File: config.mk
export PLATFORM = sky130hd
export DESIGN_NAME = muldiv_unit_flat
export DESIGN_NICKNAME = d
export VERILOG_FILES = /design/src/rtl/muldiv_unit_if.sv /design/src/rtl/muldiv_unit.sv /design/src/flat_wrapper.sv
export SDC_FILE = /design/constraint.sdc
export NUM_CORES = 1
export LEC_CHECK = 0
export CAP_MARGIN = 20
export CORE_UTILIZATION = 41
export DETAILED_ROUTE_END_ITERATION = 8
export DONT_BUFFER_PORTS = 1
export HOLD_SLACK_MARGIN = 0.08
export PLACE_DENSITY_LB_ADDON = 0.1
export SLEW_MARGIN = 20
export SYNTH_ARGS = -nofsm -noshare
export SYNTH_HDL_FRONTEND = slang
export SYNTH_SLANG_ARGS = --single-unit
File: constraint.sdc
create_clock -name clk -period 4.2 [get_ports clk]
set_input_delay 0.63 -clock clk [delete_from_list [all_inputs] [get_ports clk]]
set_output_delay 0.63 -clock clk [all_outputs]
set_load 0.05 [all_outputs]
File: src/rtl/muldiv_unit_if.sv
// -----------------------------------------------------------------------------
// muldiv_unit_if
//   Handshake and operand/result bundle between the execute stage and the
//   iterative multiply/divide unit.
//
//   master (execute stage / hazard unit side):
//     start, op[1:0], a[W-1:0], b[W-1:0], flush  -> driven
//     busy, done, hi[W-1:0], lo[W-1:0], div_by_zero <- observed
//   slave (muldiv_unit side): mirror image of master.
// -----------------------------------------------------------------------------
interface muldiv_unit_if #(
  parameter int W = 32
);
  logic         start;
  logic [1:0]   op;
  logic [W-1:0] a;
  logic [W-1:0] b;
  logic         flush;
  logic         busy;
  logic         done;
  logic [W-1:0] hi;
  logic [W-1:0] lo;
  logic         div_by_zero;

  modport master (
    output start, op, a, b, flush,
    input  busy, done, hi, lo, div_by_zero
  );

  modport slave (
    input  start, op, a, b, flush,
    output busy, done, hi, lo, div_by_zero
  );
endinterface

File: src/rtl/muldiv_unit.sv
// -----------------------------------------------------------------------------
// muldiv_unit
//   Iterative W-bit multiply/divide unit for the execute stage. Signed and
//   unsigned multiply (radix-2 shift-add) and divide (restoring shift-subtract)
//   with architectural HI/LO result registers.
//
//   Sequence: IDLE -> PREP (magnitudes, result signs) -> RUN (W iterations)
//             -> FIX (sign correction, HI/LO write) -> DONE (done pulse).
//   flush returns any non-IDLE state to IDLE without touching HI/LO.
//
//   Ports:
//     clk  - rising-edge clock
//     rst  - asynchronous active-low reset
//     bus  - muldiv_unit_if.slave: start/op/a/b/flush in,
//            busy/done/hi/lo/div_by_zero out
//   op encoding: 00 mult, 01 multu, 10 div, 11 divu.
//
//   Build option: define MULDIV_DIV_EN to build the divider. Without it,
//   divide ops go straight from IDLE to DONE, leave HI/LO untouched and
//   never raise div_by_zero.
// -----------------------------------------------------------------------------
module muldiv_unit #(
  parameter int W = 32
) (
  input  logic         clk,
  input  logic         rst,
  muldiv_unit_if.slave bus
);

  localparam int CW = $clog2(W);

  typedef enum logic [2:0] {
    IDLE,
    PREP,
    RUN,
    FIX,
    DONE
  } stateT;

  stateT state;
  stateT stateNext;

  // Latched request
  logic         opSigned;
  logic [W-1:0] aReg;
  logic [W-1:0] bReg;

  // Iteration datapath: {accHi, accLo} is the 2W product accumulator for
  // multiply, and {remainder, quotient} for divide. addend holds the
  // multiplicand magnitude or the divisor magnitude.
  logic [CW-1:0] cnt;
  logic [W-1:0]  accHi;
  logic [W-1:0]  accLo;
  logic [W-1:0]  addend;
  logic          negRes;

  // Architectural results
  logic [W-1:0] hiReg;
  logic [W-1:0] loReg;

  // Combinational helpers
  logic         accept;
  logic         busyC;
  logic         doneC;
  logic         negA;
  logic         negB;
  logic [W-1:0] magA;
  logic [W-1:0] magB;
  logic [W:0]   addSum;
  logic [W-1:0] stepHi;
  logic [W-1:0] stepLo;
  logic [2*W-1:0] prod;
  logic [W-1:0] fixHi;
  logic [W-1:0] fixLo;

`ifdef MULDIV_DIV_EN
  logic       opDiv;
  logic       negRem;
  logic       dbzReg;
  logic [W:0] trial;
`endif

  // ---------------------------------------------------------------------------
  // FSM
  // ---------------------------------------------------------------------------
  // NOTE: sequential state is updated with <= so every register samples the
  // pre-edge values; blocking = here would create order-dependent races.
  always_ff @(posedge clk or negedge rst) begin
    if (!rst) begin
      state <= IDLE;
    end else begin
      state <= stateNext;
    end
  end

  // NOTE: every variable assigned in this block gets a default first, so no
  // path leaves it unassigned and no latch is inferred.
  always_comb begin
    stateNext = state;
    accept    = 1'b0;
    busyC     = 1'b0;
    doneC     = 1'b0;
    case (state)
      IDLE: begin
        if (bus.start && !bus.flush) begin
          accept = 1'b1;
`ifdef MULDIV_DIV_EN
          stateNext = PREP;
`else
          // No divider built: divide requests complete immediately.
          stateNext = bus.op[1] ? DONE : PREP;
`endif
        end
      end
      PREP: begin
        busyC     = 1'b1;
        stateNext = RUN;
      end
      RUN: begin
        busyC = 1'b1;
        if (cnt == '0) begin
          stateNext = FIX;
        end
      end
      FIX: begin
        busyC     = 1'b1;
        stateNext = DONE;
      end
      DONE: begin
        doneC     = 1'b1;
        stateNext = IDLE;
      end
      default: stateNext = IDLE;
    endcase
    // Abort wins over any progress, including the FIX->DONE write.
    if (bus.flush && state != IDLE) begin
      stateNext = IDLE;
    end
  end

  // ---------------------------------------------------------------------------
  // Datapath combinational logic
  // ---------------------------------------------------------------------------
  always_comb begin
    // Operand magnitudes; the most negative value maps onto its own unsigned
    // pattern, which is exactly its magnitude.
    negA = opSigned & aReg[W-1];
    negB = opSigned & bReg[W-1];
    magA = negA ? -aReg : aReg;
    magB = negB ? -bReg : bReg;

    // Multiply step: conditionally add the multiplicand into the upper half,
    // then shift the whole accumulator right by one (carry included).
    addSum = {1'b0, accHi} + {1'b0, addend & {W{accLo[0]}}};
    stepHi = addSum[W:1];
    stepLo = {addSum[0], accLo[W-1:1]};

`ifdef MULDIV_DIV_EN
    // Divide step: shift {rem, quo} left, try to subtract the divisor; a
    // borrow out of bit W means restore and shift in a 0 quotient bit.
    trial = {accHi, accLo[W-1]} - {1'b0, addend};
    if (opDiv) begin
      if (!trial[W]) begin
        stepHi = trial[W-1:0];
        stepLo = {accLo[W-2:0], 1'b1};
      end else begin
        stepHi = {accHi[W-2:0], accLo[W-1]};
        stepLo = {accLo[W-2:0], 1'b0};
      end
    end
`endif

    // Sign correction of the final result.
    prod  = negRes ? -{accHi, accLo} : {accHi, accLo};
    fixHi = prod[2*W-1:W];
    fixLo = prod[W-1:0];
`ifdef MULDIV_DIV_EN
    if (opDiv) begin
      if (bReg == '0) begin
        fixHi = aReg;
        fixLo = '1;
      end else begin
        fixHi = negRem ? -accHi : accHi;
        fixLo = negRes ? -accLo : accLo;
      end
    end
`endif
  end

  // ---------------------------------------------------------------------------
  // Datapath registers
  // ---------------------------------------------------------------------------
  always_ff @(posedge clk or negedge rst) begin
    if (!rst) begin
      opSigned <= 1'b0;
      aReg     <= '0;
      bReg     <= '0;
      cnt      <= '0;
      accHi    <= '0;
      accLo    <= '0;
      addend   <= '0;
      negRes   <= 1'b0;
      hiReg    <= '0;
      loReg    <= '0;
`ifdef MULDIV_DIV_EN
      opDiv    <= 1'b0;
      negRem   <= 1'b0;
      dbzReg   <= 1'b0;
`endif
    end else begin
      case (state)
        IDLE: begin
          if (accept) begin
            opSigned <= ~bus.op[0];
            aReg     <= bus.a;
            bReg     <= bus.b;
`ifdef MULDIV_DIV_EN
            opDiv    <= bus.op[1];
`endif
          end
        end
        PREP: begin
          cnt    <= CW'(W - 1);
          accHi  <= '0;
          negRes <= negA ^ negB;
`ifdef MULDIV_DIV_EN
          negRem <= negA;
          if (opDiv) begin
            accLo  <= magA;
            addend <= magB;
          end else begin
            accLo  <= magB;
            addend <= magA;
          end
`else
          accLo  <= magB;
          addend <= magA;
`endif
        end
        RUN: begin
          cnt   <= cnt - 1'b1;
          accHi <= stepHi;
          accLo <= stepLo;
        end
        FIX: begin
          if (!bus.flush) begin
            hiReg  <= fixHi;
            loReg  <= fixLo;
`ifdef MULDIV_DIV_EN
            dbzReg <= opDiv && (bReg == '0);
`endif
          end
        end
        default: ;
      endcase
    end
  end

  // ---------------------------------------------------------------------------
  // Outputs
  // ---------------------------------------------------------------------------
  assign bus.busy = busyC;
  assign bus.done = doneC;
  assign bus.hi   = hiReg;
  assign bus.lo   = loReg;
`ifdef MULDIV_DIV_EN
  assign bus.div_by_zero = doneC & dbzReg;
`else
  assign bus.div_by_zero = 1'b0;
`endif

endmodule

File: src/flat_wrapper.sv
// flat-port wrapper written by rule: the top's interface ports become plain ports
module muldiv_unit_flat 
#(
  parameter int W = 32
)
  (clk, rst, bus_start, bus_op, bus_a, bus_b, bus_flush, bus_busy, bus_done, bus_hi, bus_lo, bus_div_by_zero);
  muldiv_unit_if #(.W(W)) bus_i ();
  input  logic clk;
  input  logic rst;
  input wire logic [$bits(bus_i.start)-1:0] bus_start;
  input wire logic [$bits(bus_i.op)-1:0] bus_op;
  input wire logic [$bits(bus_i.a)-1:0] bus_a;
  input wire logic [$bits(bus_i.b)-1:0] bus_b;
  input wire logic [$bits(bus_i.flush)-1:0] bus_flush;
  output wire logic [$bits(bus_i.busy)-1:0] bus_busy;
  output wire logic [$bits(bus_i.done)-1:0] bus_done;
  output wire logic [$bits(bus_i.hi)-1:0] bus_hi;
  output wire logic [$bits(bus_i.lo)-1:0] bus_lo;
  output wire logic [$bits(bus_i.div_by_zero)-1:0] bus_div_by_zero;
  assign bus_i.start = bus_start;
  assign bus_i.op = bus_op;
  assign bus_i.a = bus_a;
  assign bus_i.b = bus_b;
  assign bus_i.flush = bus_flush;
  assign bus_busy = bus_i.busy;
  assign bus_done = bus_i.done;
  assign bus_hi = bus_i.hi;
  assign bus_lo = bus_i.lo;
  assign bus_div_by_zero = bus_i.div_by_zero;
  muldiv_unit #(.W(W)) u_core (.clk(clk), .rst(rst), .bus(bus_i));
endmodule
==> reports/metrics.yaml <==
n_fill_cell: 3092
num_io_pins: 137
die_w_um: 182
dpl.hpwl_um: 24000
wl_per_cell_um: 18.5
synth_seq_cells: 234
r2r_slack_ns: 0.92
pre_cts_slack_ns: 0.865
overflow: 0
crit_fanout: 15
antenna_left: 0
ys_top_cells_by_count: "dfrtp_1, o21ai_0, nand2_1, xor2_1, clkbuf_1"
violations: "negative hold slack"
cts_tree: "yes"
fin_crit_sh: 0.780
die_height_um: 182
syn_avg_cell_area_um2: 9.28
r2r_cells: 9
cts_made_buffers: 27
clockBufferDepth: 3
met1_length_um: 18100
tightest_slew_ns: 1.02
top_layer: "met5"
synth_top_cell_area_share: 0.441
syn_inst: 1430
crit_path_start_kind: "flip-flop"
viasPerCell: 5.57
first_pass_iters: 7
r2r_start: "u_core.accLo[0]"
setup_viol: 0
holdWs_ns: -0.189
reg2reg_to: "u_core.bus.hi[30]"
netlist_area_mm2: 0.0133
synth-edff-count: 0
tns_ns: 0
antenna_found_initial: 1
finClkSkew_ns: 0.0166
route.detailed.drc: 0
initial_core_util: 0.418
rsz0062_at_grt: "false"
fin_ws_ns: 0.923
p_per_area_mw_per_mm2: 628
ir_worst_vdd_mv: 0.334
ys_warn_count: 0
syn2layout_area_growth_pct: 9.02
slew-limit-headroom: 0.321
nets: 1496
hp-class: "input port to asynchronous set/reset pin"
status: "finished, violations left"
die_area_mm2: 0.0331
yosysSeqAreaShare: 0.441
final_util: 0.456
cp.arrival_ns: 3.67
routabilityCongestion: 0.907
dr_wl_met2_um: 12500
rows: 65
async_flop_share: 1.00
cts_sinks: 234
wirelength_um: 33500
grt_pass1_wl_um: 54600
stdcell_area_mm2: 0.0145
ys.flop_type: "dfrtp_1"
clkSlewWorstSetupHoldPaths_ns: 0.06
finalHoldViolCount: 234
cp.required_ns: 4.59
syn-num-nets: 1538
max_freq_mhz: 305
diodes: 0
synth_area_leader_cell: "dfrtp_1"
synth_cell_types: 67
portBuffers: 0
vias: 10100
drt_iter0_markers: 710
dr_wl_met3_um: 2210
grt_max_degree: 235
worstSetupPathType: "flip-flop to flip-flop"
clockRootBuffer: "clkbuf_16"
synth.area.top_cells: "dfrtp_1, o21ai_0, xor2_1"
grt_pass1_vias: 9729
placement.cell_area_mm2: 0.0136
coreArea_mm2: 0.0317
max_cap_viol_count: 0
drive_gt1_frac: 0.0952
grtUsageTotal: 0.204
total_power_mw: 9.09
finalCriticalPeriod_ns: 3.28
total_leakage_power_nw: 6.06
cp-end-kind: "flip-flop"
clk_latency_ns: 0.54
h-tree-depth: 1
drv_slew: 0
synth.most_common_cell: "dfrtp_1"
-- registers in the layout (all words and copies together) (netlist names) --
register         cells
u_core.bus.hi       32
u_core.addend       32
u_core.bReg         32
u_core.state         3
u_core.aReg         32
u_core.accHi        32
u_core.negRes        1
u_core.cnt           5
u_core.opSigned      1
u_core.bus.lo       32
u_core.accLo        32
-- report_power, final --
group | switching (mW) | internal (mW) | leakage (nW) | total [mW]
Sequential | 1.11 | 2.85 | 3.00 | 3.96
Combinational | 1.52 | 1.21 | 2.62 | 2.72
Clock | 0.935 | 1.47 | 0.441 | 2.40
-- worst max-delay path, stage by stage, from the launching register on --
cell      delay (ns)
dfrtp_1         0.51
inv_1           0.20
ha_1            0.27
nor2b_1         0.15
nand4_1         0.37
nor4_1          0.77
nand3b_1        0.25
o31ai_1         0.32
xor2_1          0.19
o21ai_0         0.09
-- timing repair --
item,in CTS,in global routing
buffers inserted,0,0
resized for setup,0,0
endpoints found under the hold margin,234,234
-- logic make-up (layout without fill, tap and decap cells) --
family | Yosys count | after routing | share of synthesized area
other | 1 | 1 | 0.000283
XOR/XNOR | 142 | 142 | 0.0938
AO/OA/AOI/OAI | 400 | 400 | 0.180
buffers and inverters | 110 | 87 | 0.0315
multiplexers | 68 | 68 | 0.0574
adder cells (fa/ha/maj) | 38 | 38 | 0.0364
AND/OR/NAND/NOR | 437 | 437 | 0.159
flip-flops | 234 | 234 | 0.441
-- through the flow --
step	std cells	hold WS, ns
after global placement	1761	0.345
final	1809	-0.189
after global routing	1809	-0.214
after CTS	1809	-0.223
after detailed placement	1761	0.346
after floorplan	1430	0.334
-- area by class of cell --
class                   count  area [µm²]  share of cell area
inverters                  29         109             0.00753
multi-input cells        1086        7020               0.485
repair buffers             10        75.1             0.00519
flip-flops and latches    234        5860               0.405
well taps                 402         503              0.0348
clock inverters             6         105             0.00727
clock buffers              42         792              0.0548
-- worst max-delay path by stage --
stage / start / to / slack [ns] / cells past startpoint
after CTS: u_core.accLo[0] / u_core.bus.hi[18] / 0.86 / 9
after floorplan: u_core.accLo[0] / u_core.accHi[29] / 1.33 / 12
after detailed placement: u_core.accLo[0] / u_core.bus.hi[18] / 0.87 / 9
after global routing: u_core.accLo[0] / u_core.accHi[21] / 0.58 / 10
after global placement: u_core.accLo[0] / u_core.bus.hi[30] / 0.93 / 9
final: u_core.accLo[0] / u_core.bus.hi[30] / 0.92 / 9
-- cell usage in the layout (no fill, tap or decap), types with 4 or more instances in the layout --
cell and n:
clkbuf_16 27, nand3b_1 5, nand2_1 189, o41ai_1 9, nor2_1 58, clkbuf_1 9
or4_1 7, dfrtp_1 233, mux2i_1 4, or3_1 16, nor3_1 30, o21a_1 7
buf_4 10, xnor2_1 56, and2_1 38, a22oi_1 31, a21o_1 8, mux2_2 64
a21oi_1 66, and3_1 6, inv_1 29, a31oi_1 12, nand3_1 22, clkbuf_8 6
o31ai_1 28, nor4_1 15, ha_1 37, o21bai_1 4, xor2_1 86, o21ai_0 200
nand4_1 11, nor2b_1 8, or2_2 7, a211o_1 4
-- per-layer routing --
| layer | vias to the layer above | GRT usage |
|---|---|---|
| met5 | - | 0 |
| li1 | 5005 | - |
| met1 | 4777 | 0.338 |
| met4 | 2 | 0.0390 |
| met2 | 259 | 0.268 |
| met3 | 41 | 0.0399 |
Note: power is estimated with default switching activity, not from simulation.
